--- src/rtl/sdot_vec_loader.sv ---
// Streams an X and a Y vector from memory into a dot-product accelerator, kicks it,
// polls for completion and captures the result. Define SDOT_POLL_TIMEOUT_EN for a bounded poll.
module sdot_vec_loader #(
   parameter int VEC_LEN  = 96,
   parameter int POLL_MAX = 1023
) (
   input  logic        clk,
   input  logic        reset,
   input  logic [2:0]  address,
   input  logic [31:0] writedata,
   input  logic        write,
   input  logic        read,
   input  logic        chipselect,
   output logic [31:0] readdata,
   output logic        irq,
   output logic [31:0] m_address,
   output logic        m_read,
   input  logic [31:0] m_readdata,
   input  logic        m_waitrequest,
   output logic [7:0]  acc_address,
   output logic [31:0] acc_writedata,
   output logic        acc_write,
   output logic        acc_read,
   output logic        acc_chipselect,
   input  logic [31:0] acc_readdata
);

   localparam int          KW       = $clog2(2*VEC_LEN+1);
   localparam logic [31:0] VEC_W    = 32'(VEC_LEN);
   localparam logic [31:0] LAST_K   = 32'(2*VEC_LEN-1);
   localparam logic [7:0]  ADDR_CMD = 8'hFF;
   localparam logic [7:0]  ADDR_RES = 8'hFE;

   typedef enum logic [3:0] {
      S_IDLE,
      S_FETCH,
      S_ACC_WR,
      S_KICK,
      S_POLL_RD,
      S_POLL_CHK,
      S_RES_RD,
      S_RES_CAP,
      S_DONE
   } state_t;

   state_t        state_q, state_d;
   logic [KW-1:0] k_q, k_d;
   logic [31:0]   k_ext;
   logic [31:0]   src_x_q, src_x_d;
   logic [31:0]   src_y_q, src_y_d;
   logic [31:0]   base_x_q, base_x_d;
   logic [31:0]   base_y_q, base_y_d;
   logic [31:0]   data_q, data_d;
   logic [31:0]   result_q, result_d;
   logic [31:0]   readdata_q, readdata_d;
   logic          irq_en_q, irq_en_d;
   logic          busy_q, busy_d;
   logic          done_q, done_d;
   logic          timeout_q, timeout_d;

   logic          wr_en;
   logic          rd_en;
   logic          ctrl_wr;
   logic          start_req;
   logic          done_clr_req;
   logic          start_go;
   logic          poll_expired;

   assign k_ext        = 32'(k_q);
   assign wr_en        = write & chipselect;
   assign rd_en        = read & chipselect;
   assign ctrl_wr      = wr_en && (address == 3'd2);
   assign start_req    = ctrl_wr && writedata[0];
   assign done_clr_req = ctrl_wr && writedata[2];
   assign start_go     = start_req && (state_q == S_IDLE);

   assign readdata = readdata_q;
   assign irq      = done_q & irq_en_q;

`ifdef SDOT_POLL_TIMEOUT_EN
   logic [31:0] poll_q, poll_d;

   assign poll_expired = (poll_q == 32'(POLL_MAX));

   always_comb begin
      poll_d = poll_q;
      if (state_q == S_KICK) begin
         poll_d = '0;
      end else if ((state_q == S_POLL_CHK) && (acc_readdata != '0) && !poll_expired) begin
         poll_d = poll_q + 32'd1;
      end
   end

   always_ff @(posedge clk or negedge reset) begin
      if (!reset) begin
         poll_q <= '0;
      end else begin
         poll_q <= poll_d;
      end
   end
`else
   assign poll_expired = 1'b0;
`endif

   always_ff @(posedge clk or negedge reset) begin
      if (!reset) begin
         state_q <= S_IDLE;
      end else begin
         state_q <= state_d;
      end
   end

   always_comb begin
      state_d = state_q;
      unique case (state_q)
         S_IDLE:     if (start_go) state_d = S_FETCH;
         S_FETCH:    if (!m_waitrequest) state_d = S_ACC_WR;
         S_ACC_WR:   state_d = (k_ext < LAST_K) ? S_FETCH : S_KICK;
         S_KICK:     state_d = S_POLL_RD;
         S_POLL_RD:  state_d = S_POLL_CHK;
         S_POLL_CHK: begin
            if (acc_readdata == '0) begin
               state_d = S_RES_RD;
            end else if (poll_expired) begin
               state_d = S_DONE;
            end else begin
               state_d = S_POLL_RD;
            end
         end
         S_RES_RD:   state_d = S_RES_CAP;
         S_RES_CAP:  state_d = S_DONE;
         S_DONE:     state_d = S_IDLE;
         default:    state_d = S_IDLE;
      endcase
   end

   // Source bases are snapshotted at start so SRC writes mid-run only affect the next run.
   always_comb begin
      k_d        = k_q;
      src_x_d    = src_x_q;
      src_y_d    = src_y_q;
      base_x_d   = base_x_q;
      base_y_d   = base_y_q;
      data_d     = data_q;
      result_d   = result_q;
      irq_en_d   = irq_en_q;
      busy_d     = busy_q;
      done_d     = done_q;
      timeout_d  = timeout_q;
      readdata_d = readdata_q;

      if (wr_en) begin
         unique case (address)
            3'd0:    src_x_d  = writedata;
            3'd1:    src_y_d  = writedata;
            3'd2:    irq_en_d = writedata[1];
            default: ;
         endcase
      end

      if (done_clr_req) begin
         done_d = 1'b0;
      end

      if (start_go) begin
         k_d       = '0;
         base_x_d  = src_x_q;
         base_y_d  = src_y_q;
         busy_d    = 1'b1;
         done_d    = 1'b0;
         timeout_d = 1'b0;
      end

      unique case (state_q)
         S_FETCH:    if (!m_waitrequest) data_d = m_readdata;
         S_ACC_WR:   k_d = k_q + KW'(1);
         S_POLL_CHK: begin
            if ((acc_readdata != '0) && poll_expired) begin
               timeout_d = 1'b1;
               result_d  = 32'hFFFF_FFFF;
            end
         end
         S_RES_CAP:  result_d = acc_readdata;
         S_DONE: begin
            busy_d = 1'b0;
            done_d = 1'b1;
         end
         default: ;
      endcase

      if (rd_en) begin
         unique case (address)
            3'd0:    readdata_d = src_x_q;
            3'd1:    readdata_d = src_y_q;
            3'd2:    readdata_d = {30'd0, irq_en_q, 1'b0};
            3'd3:    readdata_d = {29'd0, timeout_q, done_q, busy_q};
            3'd4:    readdata_d = result_q;
            default: readdata_d = '0;
         endcase
      end
   end

   always_ff @(posedge clk or negedge reset) begin
      if (!reset) begin
         k_q        <= '0;
         src_x_q    <= '0;
         src_y_q    <= '0;
         base_x_q   <= '0;
         base_y_q   <= '0;
         data_q     <= '0;
         result_q   <= '0;
         irq_en_q   <= 1'b0;
         busy_q     <= 1'b0;
         done_q     <= 1'b0;
         timeout_q  <= 1'b0;
         readdata_q <= '0;
      end else begin
         k_q        <= k_d;
         src_x_q    <= src_x_d;
         src_y_q    <= src_y_d;
         base_x_q   <= base_x_d;
         base_y_q   <= base_y_d;
         data_q     <= data_d;
         result_q   <= result_d;
         irq_en_q   <= irq_en_d;
         busy_q     <= busy_d;
         done_q     <= done_d;
         timeout_q  <= timeout_d;
         readdata_q <= readdata_d;
      end
   end

   // Element k maps to X for the first VEC_LEN words and to Y afterwards, modulo 2^32.
   always_comb begin
      m_read         = 1'b0;
      m_address      = '0;
      acc_write      = 1'b0;
      acc_read       = 1'b0;
      acc_chipselect = 1'b0;
      acc_address    = '0;
      acc_writedata  = '0;
      unique case (state_q)
         S_FETCH: begin
            m_read    = 1'b1;
            m_address = (k_ext < VEC_W) ? (base_x_q + (k_ext << 2))
                                        : (base_y_q + ((k_ext - VEC_W) << 2));
         end
         S_ACC_WR: begin
            acc_write      = 1'b1;
            acc_chipselect = 1'b1;
            acc_address    = k_ext[7:0];
            acc_writedata  = data_q;
         end
         S_KICK: begin
            acc_write      = 1'b1;
            acc_chipselect = 1'b1;
            acc_address    = ADDR_CMD;
            acc_writedata  = 32'd1;
         end
         S_POLL_RD: begin
            acc_read       = 1'b1;
            acc_chipselect = 1'b1;
            acc_address    = ADDR_CMD;
         end
         S_RES_RD: begin
            acc_read       = 1'b1;
            acc_chipselect = 1'b1;
            acc_address    = ADDR_RES;
         end
         default: ;
      endcase
   end

endmodule

--- config.mk ---
export PLATFORM = sky130hd
export DESIGN_NAME = sdot_vec_loader
export DESIGN_NICKNAME = d
export VERILOG_FILES = /design/src/rtl/sdot_vec_loader.sv
export SDC_FILE = /design/constraint.sdc
export NUM_CORES = 1
export LEC_CHECK = 0
export BUFFER_PORTS_ARGS = -buffer_cell sky130_fd_sc_hd__clkbuf_2
export CORE_AREA = 10 10 195 197
export CTS_BUF_LIST = sky130_fd_sc_hd__clkbuf_8
export CTS_CLUSTER_SIZE = 10
export DETAILED_ROUTE_END_ITERATION = 8
export DIE_AREA = 0 0 205 207
export SLEW_MARGIN = 20
export SYNTH_ARGS = -nofsm -noshare
export SYNTH_HDL_FRONTEND = slang
export SYNTH_SLANG_ARGS = --single-unit
--- constraint.sdc ---
create_clock -name clk -period 5.5 [get_ports clk]
set_input_delay 1.1 -clock clk [delete_from_list [all_inputs] [get_ports clk]]
set_output_delay 1.1 -clock clk [all_outputs]
set_load 0.1 [all_outputs]
==> results.py, run 1 <==
metrics = {
    "run_status": {
        "outcome": "completed",
    },
    "global_route": {
        "antenna_found_initial": 1,
        "grt_max_degree": 107,
        "gr-total-overflow": 0,
        "grt_pass1_wl_mm": 62.0,
        "gr-usage-all-layers": 0.184,
        "first_global_vias": 10400,
    },
    "timing": {
        "clock_skew_ps": 8.28,
        "fin_crit_sh": 0.959,
        "finalMaxSlewViolations": 0,
        "worst_slew_pin_slew_ps": 1020,
        "slew_headroom": 0.318,
        "finalHoldViolCount": 0,
        "setup_tns_ps": 0,
        "worst_slack_ps": 225,
        "clock.fmax_mhz": 190,
        "min_period_ps": 5280,
        "setup_viol": 0,
        "timing.hold.ws_ps": 477,
        "rsz0062_at_grt": "no",
    },
    "synthesis": {
        "synthCells": 1227,
        "synth_nets": 1374,
        "synth_top_area_frac": 0.469,
        "synth_area_mm2": 0.0128,
        "yosys_warnings": 0,
        "ys_seq_area_frac": 0.469,
        "synthDistinctLibCells": 62,
        "synth_enable_flop_cells": 0,
        "ys_top_cells_by_count": "dfrtp_1, nand2_1, mux2_2",
        "synth_async_sr_flop_share": 1.00,
        "synth-seq-cells": 239,
        "yosys.area.top_type": "dfrtp_1",
        "ys.flop_type": "dfrtp_1",
        "syn_avg_cell_area_um2": 10.4,
        "synth_area_leaders": "dfrtp_1, mux2_2, nand2_1",
        "yosysMostFrequentCell": "dfrtp_1",
    },
    "floorplanning": {
        "start_util": 0.374,
        "die_w_um": 205,
        "coreArea_mm2": 0.0341,
        "dieArea_mm2": 0.0424,
        "num_io_pins": 214,
        "std_cell_rows": 68,
        "die_h_um": 207,
    },
    "worst_setup_path": {
        "worst_setup_path_end_kind": "output pin",
        "required_ps": 4400,
        "worstSetupEndpoint": "m_address[22]",
        "crit_path_max_fanout": 7,
        "crit_start": "k_q[6]$_DFFE_PN0P_",
        "reg2reg_setup_slack_ps": 3020,
        "arrival_ps": 4180,
        "crit_type": "reg2out",
        "crit_path_start_kind": "flop",
        "crit_chain": "ha_1 > inv_1 > ha_2 > inv_1 > ha_1 > nand2_1 > or3_4 > a211o_2 > and3_1 > a21oi_2 > nand2b_1 > xor2_1 > o211a_1 > clkbuf_4",
        "max_stage_delay_ps": 490,
        "ff2ff_path_depth": 6,
        "crit_path_top_delay_cell": "dfrtp_1",
        "rr_startpoint": "state_q[3]$_DFFE_PN0P_",
        "reg2reg_to": "state_q[1]$_DFFE_PN0P_",
    },
    "drt": {
        "vias": 10000,
        "viasPerCell": 5.22,
        "drt-pass1-iter-count": 7,
        "route.detailed.drc": 0,
        "ant_nets": 0,
        "wl_mm": 39.5,
        "drt_iter0_markers": 548,
        "wl_per_cell_um": 20.6,
    },
    "clock_tree": {
        "clk_latency_ps": 530,
        "clkTransAtPathRegs_ps": 60,
        "cts_sinks": 239,
        "cts_tree": "built",
        "cts_setup_buffers": 0,
        "cts_root_buf": "clkbuf_8",
        "ctsHoldBuffers": 0,
        "cts.path.max_buffers": 3,
        "cts_buffers": 39,
        "cts_max_level": 2,
    },
    "layout": {
        "num-nets-final": 1585,
        "syn_to_final_growth_pct": 19.2,
        "nFillCells": 3281,
        "drive_gt1_frac": 0.325,
    },
    "pwr": {
        "power_frac_clock": 0.193,
        "peakVddDrop_uv": 265,
        "cellPowerDensity_mw_per_mm2": 537,
        "p_int_mw": 4.20,
        "combinationalPowerShare": 0.475,
        "p_leak_nw": 7.48,
        "p_sw_frac": 0.485,
        "finalPower_mw": 8.16,
        "seqPwrFrac": 0.331,
        "p_sw_mw": 3.96,
    },
    "place": {
        "place_ws_ps": 582,
        "place_congestion": 0.892,
        "io_buffers": 213,
        "hpwl_mm": 29.6,
    },
    "job": {
        "maxCapViolations": 0,
    },
    "hold_path": {
        "hold_path.class": "reg2reg",
    },
}
## logic make-up after synthesis
family | count (synthesis) | share of synthesized area
flops | 239 | 0.469
fa+ha+maj | 42 | 0.0424
compound gates | 227 | 0.118
mux | 199 | 0.172
xor+xnor | 51 | 0.0350
simple gates | 383 | 0.138
buf+inv | 86 | 0.0256
## critical path: cells and delay by family (launching register included)
| family | cells | cell delay [ps] |
|---|---|---|
| AOI/OAI and AO/OA | 3 | 710 |
| xor gates and xnor gates | 1 | 210 |
| adders and majority gates | 3 | 850 |
| buffers and inverters | 3 | 410 |
| DFF | 1 | 490 |
| and+or+nand+nor | 4 | 980 |
## power by group through the flow
stage                     clock network (mW)  logic (mW)  registers [mW]
after global routing                    1.70        4.17            2.77
after floorplan                            0        2.92            2.77
after global placement                     0        3.87            2.71
after detailed placement                   0        3.89            2.73
final                                   1.58        3.88            2.70
after CTS                               1.62        3.91            2.70
## how the worst min path moves through the flow
stage,from,end,slack [ps],cells past startpoint
global route,result_q[15]$_DFFE_PN0P_,result_q[15]$_DFFE_PN0P_,500,2
finish,result_q[15]$_DFFE_PN0P_,result_q[15]$_DFFE_PN0P_,480,2
floorplan,result_q[0]$_DFFE_PN0P_,result_q[0]$_DFFE_PN0P_,450,2
CTS,result_q[15]$_DFFE_PN0P_,result_q[15]$_DFFE_PN0P_,480,2
detailed placement,result_q[11]$_DFFE_PN0P_,result_q[11]$_DFFE_PN0P_,460,2
global placement,result_q[23]$_DFFE_PN0P_,result_q[23]$_DFFE_PN0P_,460,2
## cells in the final DEF, fill, tap and decap left out, types with 12 or more instances in the layout
cell      count
mux2_2      161
a21o_1       14
buf_4        20
and2_1       36
mux2i_1      38
inv_1        34
xnor2_1      25
nand2_1     176
xor2_1       26
clkbuf_8     47
nor3_1       14
o21ai_0      65
nor2_1       68
a21oi_1      48
ha_1         39
nand3_1      26
nand4_1      12
clkbuf_2    206
dfrtp_1     239
a22o_1       30
## layer usage
layer	routed length (µm)	track usage
met5	0	0
met4	758	0.0432
met3	1950	0.0373
met2	18800	0.302
met1	18000	0.242
## registers in the layout, summed over array words and instances (netlist names)
signal	flops
base_x_q	32
base_y_q	32
data_q	32
readdata	32
result_q	32
src_x_q	32
src_y_q	32
k_q	8
state_q	4
busy_q	1
done_q	1
irq_en_q	1
## metrics by stage
step	cells	cell area [µm²]	util
6_report	1920	15200	0.445
3_5_place_dp	1852	14400	0.422
5_1_grt	1919	15200	0.445
2_1_floorplan	1227	12800	-
4_1_cts	1919	15200	0.445
3_3_place_gp	1852	14400	0.422
## final cells by class
| class | instances | area [µm²] | share of cell area |
|---|---|---|---|
| inverter | 24 | 90.1 | 0.00593 |
| tap | 455 | 569 | 0.0375 |
| clock inverter | 20 | 144 | 0.00947 |
| clock buffer | 47 | 647 | 0.0426 |
| timing repair buffer | 232 | 1240 | 0.0817 |
| sequential | 239 | 5980 | 0.394 |
| antenna | 1 | 2.50 | 0.000165 |
| multi-input combinational | 902 | 6520 | 0.429 |
## timing repair
action	4_1_cts	5_1_grt
resized for setup	1	5
gates cloned	0	0
endpoints found under the setup margin	1	6
hold endpoints to repair	0	0
(Power assumes the default switching activity.)
==> run 2: changes to the inputs <==
RECOVER_POWER = 100   (was not set)
==> run 2 against run 1 <==
The flow now finishes with violations (max-capacitance violations, max-slew violations). Via count is 0.17% higher. Clock-buffer cell count stayed put. Flip-flop and latch count stayed put. Cell count stayed put. Critical path type unchanged. Highest routed layer unchanged.
==> results.py, run 2 (same netlist as run 1, synthesis figures left out) <==
metrics = {
    "layout": {
        "final_cells": 1920,
        "drive_gt1_frac": 0.262,
        "multiInputGateArea_mm2": 0.00649,
        "num-nets-final": 1585,
        "final_cell_mix": "dfrtp_1, nand2_1, mux2_2",
        "syn_to_final_growth_pct": 17.8,
        "final_common_cell": "dfrtp_1",
        "utilization": 0.440,
        "nFillCells": 3316,
        "seq_area_mm2": 0.00598,
    },
    "pwr": {
        "cellPowerDensity_mw_per_mm2": 540,
        "peakVddDrop_uv": 270,
        "p_leak_nw": 7.18,
        "finalPower_mw": 8.12,
    },
    "floorplanning": {
        "std_cell_rows": 68,
        "die_w_um": 205,
        "start_util": 0.374,
        "die_h_um": 207,
        "coreArea_mm2": 0.0341,
        "num_io_pins": 214,
        "dieArea_mm2": 0.0424,
    },
    "drt": {
        "drt_iter0_markers": 586,
        "wl_per_cell_um": 20.6,
        "drt-pass1-iter-count": 5,
        "ant_nets": 0,
        "route.detailed.drc": 0,
        "viasPerCell": 5.23,
        "wl_mm": 39.6,
        "vias": 10000,
    },
    "timing": {
        "rsz0062_at_grt": "no",
        "slew_headroom": -0.831,
        "finalMaxSlewViolations": 283,
        "min_period_ps": 5290,
        "setup_viol": 0,
        "finalHoldViolCount": 0,
        "clock.fmax_mhz": 189,
        "clock_skew_ps": 8.18,
        "fin_crit_sh": 0.962,
        "setup_tns_ps": 0,
        "worst_slew_pin_slew_ps": 2750,
    },
    "worst_setup_path": {
        "crit_path_max_fanout": 7,
        "crit_chain": "ha_1 > inv_1 > ha_2 > inv_1 > ha_1 > nand2_1 > or3_4 > a211o_2 > and3_1 > a21oi_2 > nand2b_1 > xor2_1 > o211a_1 > clkbuf_4",
        "crit_path_top_delay_cell": "dfrtp_1",
        "crit_type": "reg2out",
        "required_ps": 4400,
        "rr_startpoint": "state_q[0]$_DFFE_PN0P_",
        "crit_path_start_kind": "flop",
        "crit_start": "k_q[6]$_DFFE_PN0P_",
        "worst_setup_path_end_kind": "output pin",
        "arrival_ps": 4190,
        "max_stage_delay_ps": 490,
    },
    "global_route": {
        "antenna_found_initial": 1,
        "first_global_vias": 10400,
        "gr-usage-all-layers": 0.184,
        "grt_max_degree": 107,
        "grt_pass1_wl_mm": 62.0,
        "gr-total-overflow": 0,
    },
    "clock_tree": {
        "clk_latency_ps": 530,
        "cts_root_buf": "clkbuf_8",
        "clkTransAtPathRegs_ps": 60,
        "cts.path.max_buffers": 3,
        "ctsHoldBuffers": 0,
        "cts_max_level": 2,
        "cts_tree": "built",
        "cts_buffers": 39,
        "cts_sinks": 239,
    },
    "place": {
        "io_buffers": 213,
        "hpwl_mm": 29.6,
        "place_inst": 1852,
        "place_congestion": 0.892,
    },
    "job": {
        "maxCapViolations": 6,
    },
    "run_status": {
        "violations": "max-capacitance violations, max-slew violations",
        "outcome": "finished, violations left",
    },
    "hold_path": {
        "hold_path.class": "reg2reg",
        "worstHoldStart": "result_q[0]$_DFFE_PN0P_",
    },
}
-- run 2: final cells by class --
class | count | share of cell area
antenna | 1 | 0.000167
clock buffer | 47 | 0.0431
clock inverter | 20 | 0.00958
inverter | 24 | 0.00600
multi-input combinational | 902 | 0.432
sequential | 239 | 0.398
tap | 455 | 0.0379
timing repair buffer | 232 | 0.0730
-- run 2: final timing paths --
path	end	slack, ps	cells past startpoint
worst max-delay path	m_address[22]	210	14
worst min-delay path	result_q[0]$_DFFE_PN0P_	480	2
worst max register to register	data_q[23]$_DFFE_PN0P_	1290	7
worst min register to register	result_q[0]$_DFFE_PN0P_	480	2
max in group asynchronous	src_y_q[10]$_DFFE_PN0P_	1820	2
min in group asynchronous	data_q[30]$_DFFE_PN0P_	1430	1
-- run 2: where the power goes --
| group | internal, mW | switching [mW] |
|---|---|---|
| clock | 0.870 | 0.711 |
| sequential | 2.27 | 0.431 |
| combinational | 1.02 | 2.81 |
| total | 4.16 | 3.95 |
-- run 2: worst max-delay path, delay by kind of cell (launching register included) --
| family | cells | cell delay (ps) |
|---|---|---|
| buffers and inverters | 3 | 410 |
| adders and majority gates | 3 | 850 |
| and+or+nand+nor | 4 | 980 |
| xor gates and xnor gates | 1 | 210 |
| DFF | 1 | 490 |
| AOI/OAI and AO/OA | 3 | 720 |
-- run 2: routing by layer --
layer	share of wire	up-vias	GRT usage
met5	0	-	0
met4	0.019	0	0.0432
met3	0.049	55	0.0373
met2	0.48	222	0.302
met1	0.45	4958	0.242
li1	-	4803	-
-- run 2: stage by stage --
stage / hold slack [ps] / area [µm²] / setup WS (ps)
2_1_floorplan: 445 / 12800 / 89.6
3_3_place_gp: 458 / 14400 / 591
3_5_place_dp: 463 / 14400 / 582
4_1_cts: 482 / 15200 / 12.1
5_1_grt: 501 / 15000 / 14.8
6_report: 478 / 15000 / 209
-- run 2: timing repair --
| action | CTS | global route |
|---|---|---|
| setup buffers | 0 | 0 |
| setup endpoints to repair | 1 | 6 |
| resized for setup | 1 | 5 |
| endpoints found under the hold margin | 0 | 0 |
==> run 3: changes to the inputs <==
BUFFER_PORTS_ARGS = not set   (was -buffer_cell sky130_fd_sc_hd__clkbuf_2)
CORE_AREA = 10 10 171 173   (was 10 10 195 197)
DIE_AREA = 0 0 181 183   (was 0 0 205 207)
DONT_BUFFER_PORTS = 1   (was not set)
PLACE_DENSITY = 0.75   (was not set)
==> run 3 against run 2 <==
The flow still finishes with violations (max-capacitance violations, max-slew violations). Worst hold slack worse by 200 ps. Critical path depth is 7 lower. Utilization is 11 points higher. Final area fell by 5.7%. Global-route usage increased by 2.8 points. Critical endpoint is now m_address[25].
==> results.py, run 3 (same netlist as run 1, synthesis figures left out) <==
metrics = {
    "run_status": {
        "outcome": "finished, violations left",
        "violations": "max-capacitance violations, max-slew violations",
    },
    "drt": {
        "wl_mm": 36.3,
        "ant_nets": 0,
        "wl_met2_mm": 17.4,
        "route.detailed.drc": 0,
        "drt_iter0_markers": 763,
        "drt-pass1-iter-count": 5,
        "wl_per_cell_um": 22.6,
        "highest_layer": "met4",
        "vias": 9566,
        "wl_met3_mm": 2.78,
        "viasPerCell": 5.95,
        "wl_met1_mm": 15.0,
    },
    "clock_tree": {
        "cts.path.max_buffers": 3,
        "cts_sinks": 239,
        "cts_buffers": 36,
        "ctsHoldBuffers": 0,
        "clkTransAtPathRegs_ps": 60,
        "cts_root_buf": "clkbuf_8",
        "cts_max_level": 2,
        "cts_tree": "built",
        "clk_latency_ps": 530,
    },
    "worst_setup_path": {
        "ff2ff_path_depth": 4,
        "reg2reg_setup_slack_ps": 1810,
        "required_ps": 4400,
        "worst_setup_path_end_kind": "output pin",
        "arrival_ps": 4180,
        "reg2reg_to": "base_x_q[31]$_DFFE_PN0P_",
        "crit_path_start_kind": "flop",
        "rr_startpoint": "state_q[0]$_DFFE_PN0P_",
        "crit_type": "reg2out",
        "crit_path_max_fanout": 19,
    },
    "pwr": {
        "cellPowerDensity_mw_per_mm2": 564,
        "p_leak_nw": 6.54,
        "finalPower_mw": 7.98,
        "peakVddDrop_uv": 302,
    },
    "global_route": {
        "gr-usage-all-layers": 0.212,
        "grt_pass1_wl_mm": 56.4,
        "antenna_found_initial": 1,
        "first_global_vias": 9557,
        "grt_max_degree": 240,
        "gr-total-overflow": 0,
    },
    "place": {
        "place_congestion": 0.921,
        "io_buffers": 0,
        "place_ws_ps": 740,
        "hpwl_mm": 26.8,
    },
    "timing": {
        "worst_slack_ps": 218,
        "clock.fmax_mhz": 189,
        "clock_skew_ps": 27.6,
        "fin_crit_sh": 0.960,
        "setup_viol": 0,
        "setup_tns_ps": 0,
        "finalHoldViolCount": 0,
        "min_period_ps": 5280,
        "finalMaxSlewViolations": 201,
        "rsz0062_at_grt": "no",
        "slew_headroom": -0.740,
        "worst_slew_pin_slew_ps": 2610,
    },
    "floorplanning": {
        "start_util": 0.495,
        "die_h_um": 183,
        "coreArea_mm2": 0.0258,
        "std_cell_rows": 59,
        "num_io_pins": 214,
        "dieArea_mm2": 0.0331,
        "die_w_um": 181,
    },
    "job": {
        "maxCapViolations": 16,
    },
    "layout": {
        "drive_gt1_frac": 0.223,
        "final_cell_mix": "dfrtp_1, nand2_1, mux2_2",
        "num-nets-final": 1396,
        "final_common_cell": "dfrtp_1",
        "syn_to_final_growth_pct": 11.1,
    },
    "hold_path": {
        "hold_path.class": "in2async",
    },
}
[run 3: what timing repair did]
action,CTS,global route
gates resized for setup,0,1
setup endpoints to repair,0,1
buffers inserted,0,0
endpoints found under the hold margin,0,0
[run 3: worst max-delay path by stage]
| stage | slack [ps] | start | endpoint | depth (start not counted) |
|---|---|---|---|---|
| global placement | 790 | k_q[5]$_DFFE_PN0P_ | m_address[24] | 14 |
| CTS | 180 | k_q[5]$_DFFE_PN0P_ | m_address[24] | 14 |
| detailed placement | 740 | k_q[5]$_DFFE_PN0P_ | m_address[24] | 14 |
| floorplan | 90 | k_q[6]$_DFFE_PN0P_ | m_address[24] | 11 |
| finish | 220 | state_q[0]$_DFFE_PN0P_ | m_address[25] | 7 |
| global route | 50 | k_q[5]$_DFFE_PN0P_ | m_address[29] | 14 |
[run 3: per-layer routing]
layer	GRT usage	vias to the layer above
met5	0	-
met4	0.0748	0
met3	0.0559	54
met2	0.349	325
met1	0.264	4782
li1	-	4405
[run 3: worst max-delay path, cell delays in order, from the launching register on]
cell and delay [ps]:
dfrtp_1 840, nor2b_1 280, nand2_2 80, inv_1 310
clkbuf_1 1070, nand2_1 470, o22ai_1 380, buf_12 220
[run 3: layout make-up]
cell class	instances	area, µm²
Clock buffer	47	647
Tap cell	335	419
Inverter	24	90.1
Sequential cell	239	5980
Fill cell	2184	11600
Timing Repair Buffer	46	324
Clock inverter	12	61.3
Multi-Input combinational cell	902	6640
Antenna cell	2	5.00
[run 3: per-stage QoR]
step | instance area (µm²) | hold slack, ps | util | cells
final | 14200 | 278 | 0.550 | 1607
after global routing | 14200 | 246 | 0.550 | 1607
after CTS | 14300 | 263 | 0.556 | 1605
after detailed placement | 13600 | 471 | 0.529 | 1546
after global placement | 13600 | 462 | 0.529 | 1546
after floorplan | 12800 | 445 | - | 1227
[run 3: where the power goes]
part | total, mW | switching, mW | internal, mW | leakage [nW]
Combinational | 3.58 | 2.55 | 1.03 | 3.12
Sequential | 2.97 | 0.704 | 2.27 | 3.04
Clock | 1.43 | 0.666 | 0.763 | 0.380
